### src/rtl/button_debounce.sv
// Per-channel push-button conditioner: 2-flop synchroniser, debounce FSM and
// hold counter. Produces a clean pressed level plus registered single-cycle
// press, release and long-press pulses for fabric logic.
module button_debounce #(
    parameter int NUM_BTN         = 4,
    parameter int DEBOUNCE_CYCLES = 500000,
    parameter int LONG_CYCLES     = 50000000,
    parameter int ACTIVE_LOW      = 1
) (
    input  logic               FAB_CLK,
    input  logic               FAB_RESET,
    input  logic [NUM_BTN-1:0] BTN_IN,
    output logic [NUM_BTN-1:0] BTN_STATE,
    output logic [NUM_BTN-1:0] BTN_PRESS,
    output logic [NUM_BTN-1:0] BTN_RELEASE,
    output logic [NUM_BTN-1:0] BTN_LONG,
    output logic [NUM_BTN-1:0] BTN_LONG_STATE
);

    localparam int DW = $clog2(DEBOUNCE_CYCLES + 1);
    localparam int LW = $clog2(LONG_CYCLES + 1);
    localparam logic [DW-1:0] D_LAST = DW'(DEBOUNCE_CYCLES - 1);
    localparam logic [LW-1:0] L_LAST = LW'(LONG_CYCLES - 1);
    // Pad level when nobody touches the button; the synchroniser resets here
    // so that leaving reset never looks like a press.
    localparam logic INACTIVE = (ACTIVE_LOW != 0);

    typedef enum logic [1:0] {
        IDLE,
        PRESS_WAIT,
        PRESSED,
        RELEASE_WAIT
    } state_t;

    logic [NUM_BTN-1:0] sync1;
    logic [NUM_BTN-1:0] sync2;

    // Two-flop synchroniser for the asynchronous pads.
    always_ff @(posedge FAB_CLK or posedge FAB_RESET) begin
        if (FAB_RESET) begin
            sync1 <= {NUM_BTN{INACTIVE}};
            sync2 <= {NUM_BTN{INACTIVE}};
        end else begin
            sync1 <= BTN_IN;
            sync2 <= sync1;
        end
    end

    for (genvar i = 0; i < NUM_BTN; i++) begin : g_chan
        state_t        state, state_next;
        logic [DW-1:0] dcnt, dcnt_next;
        logic [LW-1:0] lcnt, lcnt_next;
        logic          level, level_next;
        logic          long_state, long_state_next;
        logic          press, press_next;
        logic          release_evt, release_next;
        logic          long_evt, long_next;
        logic          norm;

        // Normalised pad: 1 means the button is physically pressed.
        assign norm = (ACTIVE_LOW != 0) ? ~sync2[i] : sync2[i];

        // State, counters and all outputs are registered here.
        always_ff @(posedge FAB_CLK or posedge FAB_RESET) begin
            if (FAB_RESET) begin
                state       <= IDLE;
                dcnt        <= '0;
                lcnt        <= '0;
                level       <= 1'b0;
                long_state  <= 1'b0;
                press       <= 1'b0;
                release_evt <= 1'b0;
                long_evt    <= 1'b0;
            end else begin
                state       <= state_next;
                dcnt        <= dcnt_next;
                lcnt        <= lcnt_next;
                level       <= level_next;
                long_state  <= long_state_next;
                press       <= press_next;
                release_evt <= release_next;
                long_evt    <= long_next;
            end
        end

        // Debounce and hold-time decisions; pulses default low every cycle.
        always_comb begin
            state_next      = state;
            dcnt_next       = dcnt;
            lcnt_next       = lcnt;
            level_next      = level;
            long_state_next = long_state;
            press_next      = 1'b0;
            release_next    = 1'b0;
            long_next       = 1'b0;
            case (state)
                IDLE: begin
                    if (norm) begin
                        state_next = PRESS_WAIT;
                        dcnt_next  = DW'(1);
                    end
                end
                PRESS_WAIT: begin
                    if (!norm) begin
                        state_next = IDLE;
                    end else if (dcnt == D_LAST) begin
                        state_next = PRESSED;
                        level_next = 1'b1;
                        press_next = 1'b1;
                        lcnt_next  = '0;
                    end else begin
                        dcnt_next = dcnt + DW'(1);
                    end
                end
                PRESSED: begin
                    if (!norm) begin
                        // Hold count stays frozen while the release is in doubt.
                        state_next = RELEASE_WAIT;
                        dcnt_next  = DW'(1);
                    end else if (!long_state) begin
                        if (lcnt == L_LAST) begin
                            long_next       = 1'b1;
                            long_state_next = 1'b1;
                        end else begin
                            lcnt_next = lcnt + LW'(1);
                        end
                    end
                end
                RELEASE_WAIT: begin
                    if (norm) begin
                        state_next = PRESSED;
                    end else if (dcnt == D_LAST) begin
                        state_next      = IDLE;
                        level_next      = 1'b0;
                        release_next    = 1'b1;
                        long_state_next = 1'b0;
                        lcnt_next       = '0;
                    end else begin
                        dcnt_next = dcnt + DW'(1);
                    end
                end
                default: begin
                    state_next = IDLE;
                end
            endcase
        end

        assign BTN_STATE[i]      = level;
        assign BTN_PRESS[i]      = press;
        assign BTN_RELEASE[i]    = release_evt;
        assign BTN_LONG[i]       = long_evt;
        assign BTN_LONG_STATE[i] = long_state;
    end

endmodule

### config.mk
export PLATFORM = sky130hd
export DESIGN_NAME = button_debounce
export DESIGN_NICKNAME = d
export VERILOG_FILES = /design/src/rtl/button_debounce.sv
export SDC_FILE = /design/constraint.sdc
export NUM_CORES = 1
export LEC_CHECK = 0
export CAP_MARGIN = 20
export CORE_ASPECT_RATIO = 0.75
export CORE_MARGIN = 4
export CORE_UTILIZATION = 45
export CTS_BUF_LIST = sky130_fd_sc_hd__clkbuf_2
export CTS_CLUSTER_DIAMETER = 150
export DETAILED_ROUTE_END_ITERATION = 10
export SLEW_MARGIN = 40
export SYNTH_ARGS = -nofsm -noshare
export SYNTH_HDL_FRONTEND = slang
export SYNTH_SLANG_ARGS = --single-unit
### constraint.sdc
create_clock -name FAB_CLK -period 21 [get_ports FAB_CLK]
set_input_delay 6.3 -clock FAB_CLK [delete_from_list [all_inputs] [get_ports FAB_CLK]]
set_output_delay 6.3 -clock FAB_CLK [all_outputs]
set_load 0.05 [all_outputs]
Word level (Yosys, flattened, before mapping)
Cells that the tools add are included.
{"block": "op_classes", "eq_ne": 64, "n_mux": 148, "n_reduce_logical": 36, "addsub": 8}
{"cell": "$mux W26", "n": 24}
{"cell": "$mux W19", "n": 20}
{"cell": "$pmux W26 S3", "n": 4}
{"cell": "$pmux W19 S4", "n": 4}
{"cell": "$add A26 B1 Y26 const B", "n": 4}
{"cell": "$eq A26 B26 Y1 const B", "n": 4}
{"cell": "$add A19 B1 Y19 const B", "n": 4}
{"cell": "$eq A19 B19 Y1 const B", "n": 4}
{"cell": "$ne A2 B2 Y1 const B", "n": 36}
{"cell": "$mux W1", "n": 60}
{"cell": "$mux W2", "n": 24}
{"cell": "$reduce_and A4 Y1", "n": 12}
{"cell": "$pmux W2 S4", "n": 4}
{"cell": "$ne A3 B3 Y1 const B", "n": 8}
{"cell": "$reduce_and A6 Y1", "n": 4}
{"cell": "$reduce_and A5 Y1", "n": 4}
{"cell": "$eq A2 B2 Y1 const B", "n": 8}
{"cell": "$pmux W1 S2", "n": 8}
{"cell": "$reduce_bool A2 Y1", "n": 8}
{"cell": "$reduce_bool A3 Y1", "n": 4}
{"cell": "$eq A2 B1 Y1 const B", "n": 4}
{"cell": "$logic_not A2 Y1", "n": 4}
{"block": "totals", "reg_bits": 216, "output_inout_bits": 20, "inputBits": 6, "wordCells": 290}

Depth between registers and ports, before layout
Gate-level depths: netlist of run 1.
{"block": "logic_depth", "depth_word": 5, "mapped_depth": 10, "depth_no_buf": 9}

Worst setup path before layout of run 1
Ideal clock, no wire load.
{"block": "synth_timing", "path_kind": "reg-to-output", "startpoint": "register g_chan[3].long_state", "endpoint": "output BTN_LONG_STATE[3]", "path_buffers": 1, "t_required_ps": 14700, "slack_ps": 14103, "path_stages_with_launch": 2, "arrival_time_ps": 597, "cell_sequence": "dfrtp_1 -> buf_4"}
{"element": "from (decl)", "line_no": "54", "source": "logic long_state, long_state_next;"}
{"element": "from (signal assigned)", "line_no": "79", "source": "long_state <= long_state_next;"}
{"element": "to (decl)", "line_no": "17", "source": "output logic [NUM_BTN-1:0] BTN_LONG_STATE"}
No word-level cell between the ends.

Worst setup path after layout of run 1
{"block": "layout_timing", "startpoint": "register g_chan[3].long_state", "endpoint": "output BTN_LONG_STATE[3]"}
No word-level cell between the ends.

==> run metrics, run 1 <==
first-pass iteration count of the detailed router 5; GPL Wtd Cong 0.830; Final Hold Fails 0; post-synthesis sequential area ratio 47.3%; Worst EP required 14.70 ns; Post-CTS Hold Buffers 0; number of max-cap violations 0; Setup TNS Final 0 ns; Post-Syn Instances 1294; Crit Path Category reg2out; CTS resizes 0; Crit path largest cell delay 0.86 ns; layout cell share with drive strength beyond 1 10.0%; DP HPWL 17200 µm; crit-path cells clkdlybuf4s50_1; syn avg cell area 8.84 µm²; Clk pin slew, worst setup/hold paths 0.09 ns; average routed wire per standard cell 15.5 µm; EDFF count, synth 0; Post-route DRC 0; vias per inst 5.76; P per Cell Area 61.0 mW/mm²; Netlist cell types 62; Worst Min Path Start sync1[1]$_DFF_PP1_; maximum clock frequency 118 MHz; post-CTS setup repair buffer count 0; Die Wd 192 µm; Hold Crit Class reg2reg; GRT Residual Overflow 0; Final setup viols 0; Setup Skew 0.0743 ns; CTS tree done; Rel. slew slack 44.7%; first-pass GRT wire length 45500 µm; area of the multi-input gates 0.00565 mm²; Chip Height 146 µm; DRT antenna net count 0; H-tree depth 2; placement row count 50; Syn-to-layout area delta 8.37%; initial antenna violation count 1; largest net degree at the start of global routing 83; FF/Latch Area 0.00542 mm²; clk sinks 216; slowest CP cell clkdlybuf4s50_1; r2r worst-path depth 6; Tightest Pin Transition 0.824 ns; CP top delay family buffers and inverters; Worst-Skew Late Latency 0.89 ns; fraction of registers with async set/reset 100%; die footprint 0.0281 mm²; Synth Register Bits 216; crit path buf inv count 1; worst reg-to-reg setup slack 17.98 ns; Final Cycle Share 40.5%; clk root buf clkbuf_2; GRT Total Usage 19.0%; core area 0.0250 mm²; Synth Cell Area 0.0114 mm²; fin crit period 8.50 ns; I/O pin total 26; Hold Path Depth 0; syn_nets 1308; Synth top area share 45.5%; final worst slack 12.50 ns; vias in the first global route 9067; P_leak 5.14 nW; initial drt markers 669; Max FO, Critical Path 6; vias 9728; outcome completed; Slew Viols, Final 0; pre-CTS WS 12.98 ns; r2r endpoint g_chan[1].lcnt[19]$_DFFE_PP0P_; main flop type after synthesis dfrtp_1; IO buf count 25; RSZ-0062 raised after global routing no; TritonCTS Buffers 55; final wirelength 26200 µm; critical path endpoint category output pin; fin nets 1326; leading area contributor after synthesis dfrtp_1; synth warn 0; worst vdd ir 0.0440 mV; Arr. time, crit path 2.20 ns; FILL cells 2398; Critical Path Source Type flip-flop; Initial Util 45.7%; CTS Buffer Depth 3; Hold Path End sync2[1]$_DFF_PP1_; Area contributors post-synth dfrtp_1 (45%), o21ai_0 (6.2%), nand2_1 (4.4%), nor2_1 (4.3%), nand3_1 (3.6%)
-- metrics by stage --
step	std cells	utilization (%)	instance area [µm²]	hold slack, ns	total power, W
2_1_floorplan	1294	-	11400	0.345	0.000465
3_3_place_gp	1592	47.3	11800	0.346	0.000475
3_5_place_dp	1593	47.6	11900	0.347	0.000477
4_1_cts	1687	49.5	12400	0.360	0.000774
5_1_grt	1688	49.6	12400	0.364	0.000803
6_report	1688	49.6	12400	0.359	0.000757
-- layer usage --
layer  vias to the layer above  part of all wire, %  track usage, %
li1                       4794                    -               -
met1                      4661                   53            30.5
met2                       222                   40            25.6
met3                        51                  5.2            3.85
met4                         0                  1.7            5.38
met5                         -                    0               0
-- cell families (layout without fill, tap and decap cells) --
logic type | count (synthesis) | in the layout | synth area share (%)
fa+ha+maj | 8 | 8 | 0.875
other cells | 0 | 1 | 0
flops | 216 | 216 | 47.3
mux | 5 | 5 | 0.448
compound gates | 311 | 311 | 16.1
buf+inv | 97 | 152 | 3.90
simple gates | 599 | 599 | 26.9
xor+xnor | 58 | 58 | 4.44
-- report_power, final --
group | leakage (nW) | internal [W] | switching (W)
sequential | 2.96 | 0.000424 | 0.0000111
clock | 0.381 | 0.000114 | 0.000175
combinational | 1.80 | 0.0000107 | 0.0000222
-- cell type report --
| class | count | area share, % |
|---|---|---|
| diodes | 1 | 0.0202 |
| clock buffers | 81 | 3.27 |
| clock inverters | 13 | 0.646 |
| inverters | 26 | 0.847 |
| multi-input cells | 981 | 45.6 |
| flip-flops and latches | 216 | 43.7 |
| well taps | 338 | 3.41 |
| repair buffers | 32 | 2.57 |
-- synthesized netlist by cell type, types with 12 or more instances --
library cell	number
nand4_1	54
and2_1	13
and3_1	35
inv_1	25
and4_1	12
or4_1	20
xnor2_1	30
o21ai_0	142
nand2_1	133
nor2_1	131
a21oi_1	54
nor3_1	37
or3_1	20
nor4_1	13
buf_4	21
a31oi_1	38
xor2_1	28
dfrtp_1	208
clkbuf_1	46
o31ai_1	28
nand3_1	82
-- flip-flops by register name, indices dropped and copies added, names as in the netlist, named ones only --
register	cells
g_chan.long_evt	4
g_chan.release_evt	4
g_chan.lcnt	104
g_chan.level	4
sync1	4
g_chan.dcnt	76
g_chan.state	4
sync2	4
g_chan.long_state	4
g_chan.press	4
-- worst max-delay path by stage --
stage,to,cells after the start,from
floorplan,asynchronous set/reset pin,1,FAB_RESET
global placement,g_chan[2].lcnt[7]$_DFFE_PP0P_,3,FAB_RESET
detailed placement,sync2[3]$_DFF_PP1_,4,FAB_RESET
CTS,BTN_LONG_STATE[3],1,g_chan[3].long_state$_DFFE_PP0P_
global route,BTN_LONG_STATE[3],1,g_chan[3].long_state$_DFFE_PP0P_
finish,BTN_LONG_STATE[3],1,g_chan[3].long_state$_DFFE_PP0P_
-- worst reg2reg max path, stage by stage (launching register included) --
cell     delay (ns)
dfrtp_1        0.53
xnor2_1        0.59
nand2_1        0.16
or3_1          0.54
o32a_4         0.49
or4_1          0.50
a21oi_1        0.16
-- layout by cell type, fill, tap and decap left out, types with 7 or more instances in the layout --
cell type / n
nor3_1: 35
clkbuf_2: 81
nor2_1: 127
and2_1: 13
nor2b_1: 9
xnor2_1: 30
and3_1: 35
clkdlybuf4s50_1: 25
o21ai_0: 142
nand2_1: 133
xor2_1: 27
dfrtp_1: 208
a31oi_1: 38
ha_1: 8
nand4_1: 54
dfstp_2: 8
clkinv_1: 8
o31ai_1: 25
or2_2: 7
nor4b_1: 10
or4_1: 20
nor4_1: 13
and4_1: 12
inv_1: 24
nand3_1: 82
o211ai_1: 9
or3_1: 20
a21oi_1: 52
Note: power is estimated with default switching activity, not from simulation.
==> run 2, diff against run 1 <==
==> constraint.sdc (replaced) <==
create_clock -name FAB_CLK -period 8.5 [get_ports FAB_CLK]
set_input_delay 2.55 -clock FAB_CLK [delete_from_list [all_inputs] [get_ports FAB_CLK]]
set_output_delay 2.55 -clock FAB_CLK [all_outputs]
set_load 0.05 [all_outputs]
==> run metrics, run 2 (synthesized netlist as in run 1, its figures left out) <==
RSZ-0062 raised after global routing no; CP top delay family buffers and inverters; Worst-Skew Late Latency 0.84 ns (-0.05 ns); DRT antenna net count 0 (unchanged); CTS tree done; Slew Viols, Final 0 (unchanged); number of max-cap violations 0 (unchanged); Final Cycle Share 55.7%; Crit Path Category reg2out; first-pass GRT wire length 44300 µm (-2.6%); fin crit period 4.73 ns; FILL cells 2394 (-0.17%); core area 0.0250 mm² (unchanged); P_leak 5.14 nW (about the same); die footprint 0.0281 mm² (unchanged); Setup TNS Final 0 ns (unchanged); GRT Total Usage 18.4% (-0.60 points); I/O pin total 26 (unchanged); Worst Min Path Start sync1[1]$_DFF_PP1_; CTS Buffer Depth 3 (unchanged); clk root buf clkbuf_2; placement row count 50 (unchanged); commonest cells after routing, fill and taps aside dfrtp_1 (208), o21ai_0 (142), nand2_1 (133), nor2_1 (126), clkbuf_2 (84); GRT Residual Overflow 0 (unchanged); Max FO, Critical Path 6 (unchanged); layout cell share with drive strength beyond 1 10.2% (+0.18 points); max reg flops 104 (unchanged); Hold Crit Class reg2reg; Worst EP required 5.95 ns (-8.75 ns); largest net degree at the start of global routing 100 (+20%); fin nets 1326 (unchanged); Chip Height 146 µm (unchanged); outcome completed; crit path buf inv count 1 (unchanged); TritonCTS Buffers 54 (-1.8%); Tot Pwr 0.00184 W (+140%); maximum clock frequency 211 MHz; Post-CTS Hold Buffers 0 (unchanged); average routed wire per standard cell 15.2 µm (-2.0%); clk sinks 216 (unchanged); Final setup viols 0 (unchanged); GPL Wtd Cong 0.823 (-0.86%); Post-route DRC 0 (unchanged); initial antenna violation count 1 (unchanged); P per Cell Area 149 mW/mm² (+140%); worst vdd ir 0.0873 mV (+98%); final wirelength 25800 µm (-1.7%); crit-path cells clkdlybuf4s50_1; Final Hold Fails 0 (unchanged); most common cell after layout, fill and taps aside dfrtp_1; Setup Skew 0.0367 ns (-0.0375 ns); Largest Register g_chan.lcnt; Syn-to-layout area delta 8.41% (about the same); slowest CP cell clkdlybuf4s50_1; RR Startpoint g_chan[0].dcnt[0]$_DFFE_PP0P_; Critical Path Source Type flip-flop; critical path endpoint category output pin; post-CTS setup repair buffer count 0 (unchanged); first-pass iteration count of the detailed router 5 (unchanged); vias per inst 5.72 (-0.68%); top flop regs g_chan.lcnt x104, g_chan.dcnt x76; Tightest Pin Transition 0.766 ns (-0.0581 ns); H-tree depth 2 (unchanged); DP HPWL 17000 µm (-0.97%); crit path launch g_chan[3].long_state$_DFFE_PP0P_; Arr. time, crit path 2.18 ns (-0.02 ns); Initial Util 45.7% (unchanged); Crit path largest cell delay 0.86 ns (about the same); Clk pin slew, worst setup/hold paths 0.10 ns (about the same); Die Wd 192 µm (unchanged); CTS resizes 0 (unchanged); Rel. slew slack 48.9% (+4.3 points); vias 9690 (-0.39%); initial drt markers 737 (+10%); vias in the first global route 9040 (-0.30%); IO buf count 25 (unchanged)
[run 2: stage by stage]
step / hold WS [ns] / instances / utilization (%) / instance area (µm²) / setup WS, ns
global placement: 0.345 / 1593 / 47.3 / 11800 / 3.96
finish: 0.358 / 1693 / 49.6 / 12400 / 3.77
detailed placement: 0.347 / 1594 / 47.5 / 11900 / 4.11
floorplan: 0.345 / 1294 / - / 11400 / 0.0556
global route: 0.362 / 1693 / 49.6 / 12400 / 3.63
CTS: 0.360 / 1692 / 49.4 / 12400 / 3.69
[run 2: area by class of cell]
cell class | instances | area [µm²] | share of cell area, %
multi-input combinational | 981 | 5670 | 45.7
sequential | 216 | 5420 | 43.6
tap | 338 | 423 | 3.41
clock buffer | 84 | 420 | 3.39
timing repair buffer | 33 | 323 | 2.60
inverter | 26 | 105 | 0.847
clock inverter | 14 | 52.6 | 0.424
antenna | 1 | 2.50 | 0.0202
[run 2: metal layers]
layer	track usage [%]	vias to the layer above	wire, µm	share of wire, %
met5	0	-	0	0
met4	4.74	0	409	1.6
met3	3.97	40	1260	4.9
met2	25.1	208	10400	40
met1	29.3	4655	13700	53
li1	-	4787	-	-
[run 2: report_power, final]
part | leakage [nW] | switching (W) | total [W] | internal, W
Combinational | 1.80 | 0.0000540 | 0.0000801 | 0.0000261
Sequential | 2.96 | 0.0000276 | 0.00108 | 0.00105
Clock | 0.374 | 0.000429 | 0.000689 | 0.000260
[run 2: final timing paths]
kind,to,cells after the start,slack [ns]
max reg2reg,g_chan[0].lcnt[9]$_DFFE_PP0P_,7,5.52
min,sync2[1]$_DFF_PP1_,0,0.36
min in group asynchronous,g_chan[3].lcnt[7]$_DFFE_PP0P_,2,2.24
max in group asynchronous,g_chan[0].dcnt[12]$_DFFE_PP0P_,3,5.05
max,BTN_LONG_STATE[3],1,3.77
min reg2reg,sync2[1]$_DFF_PP1_,0,0.36
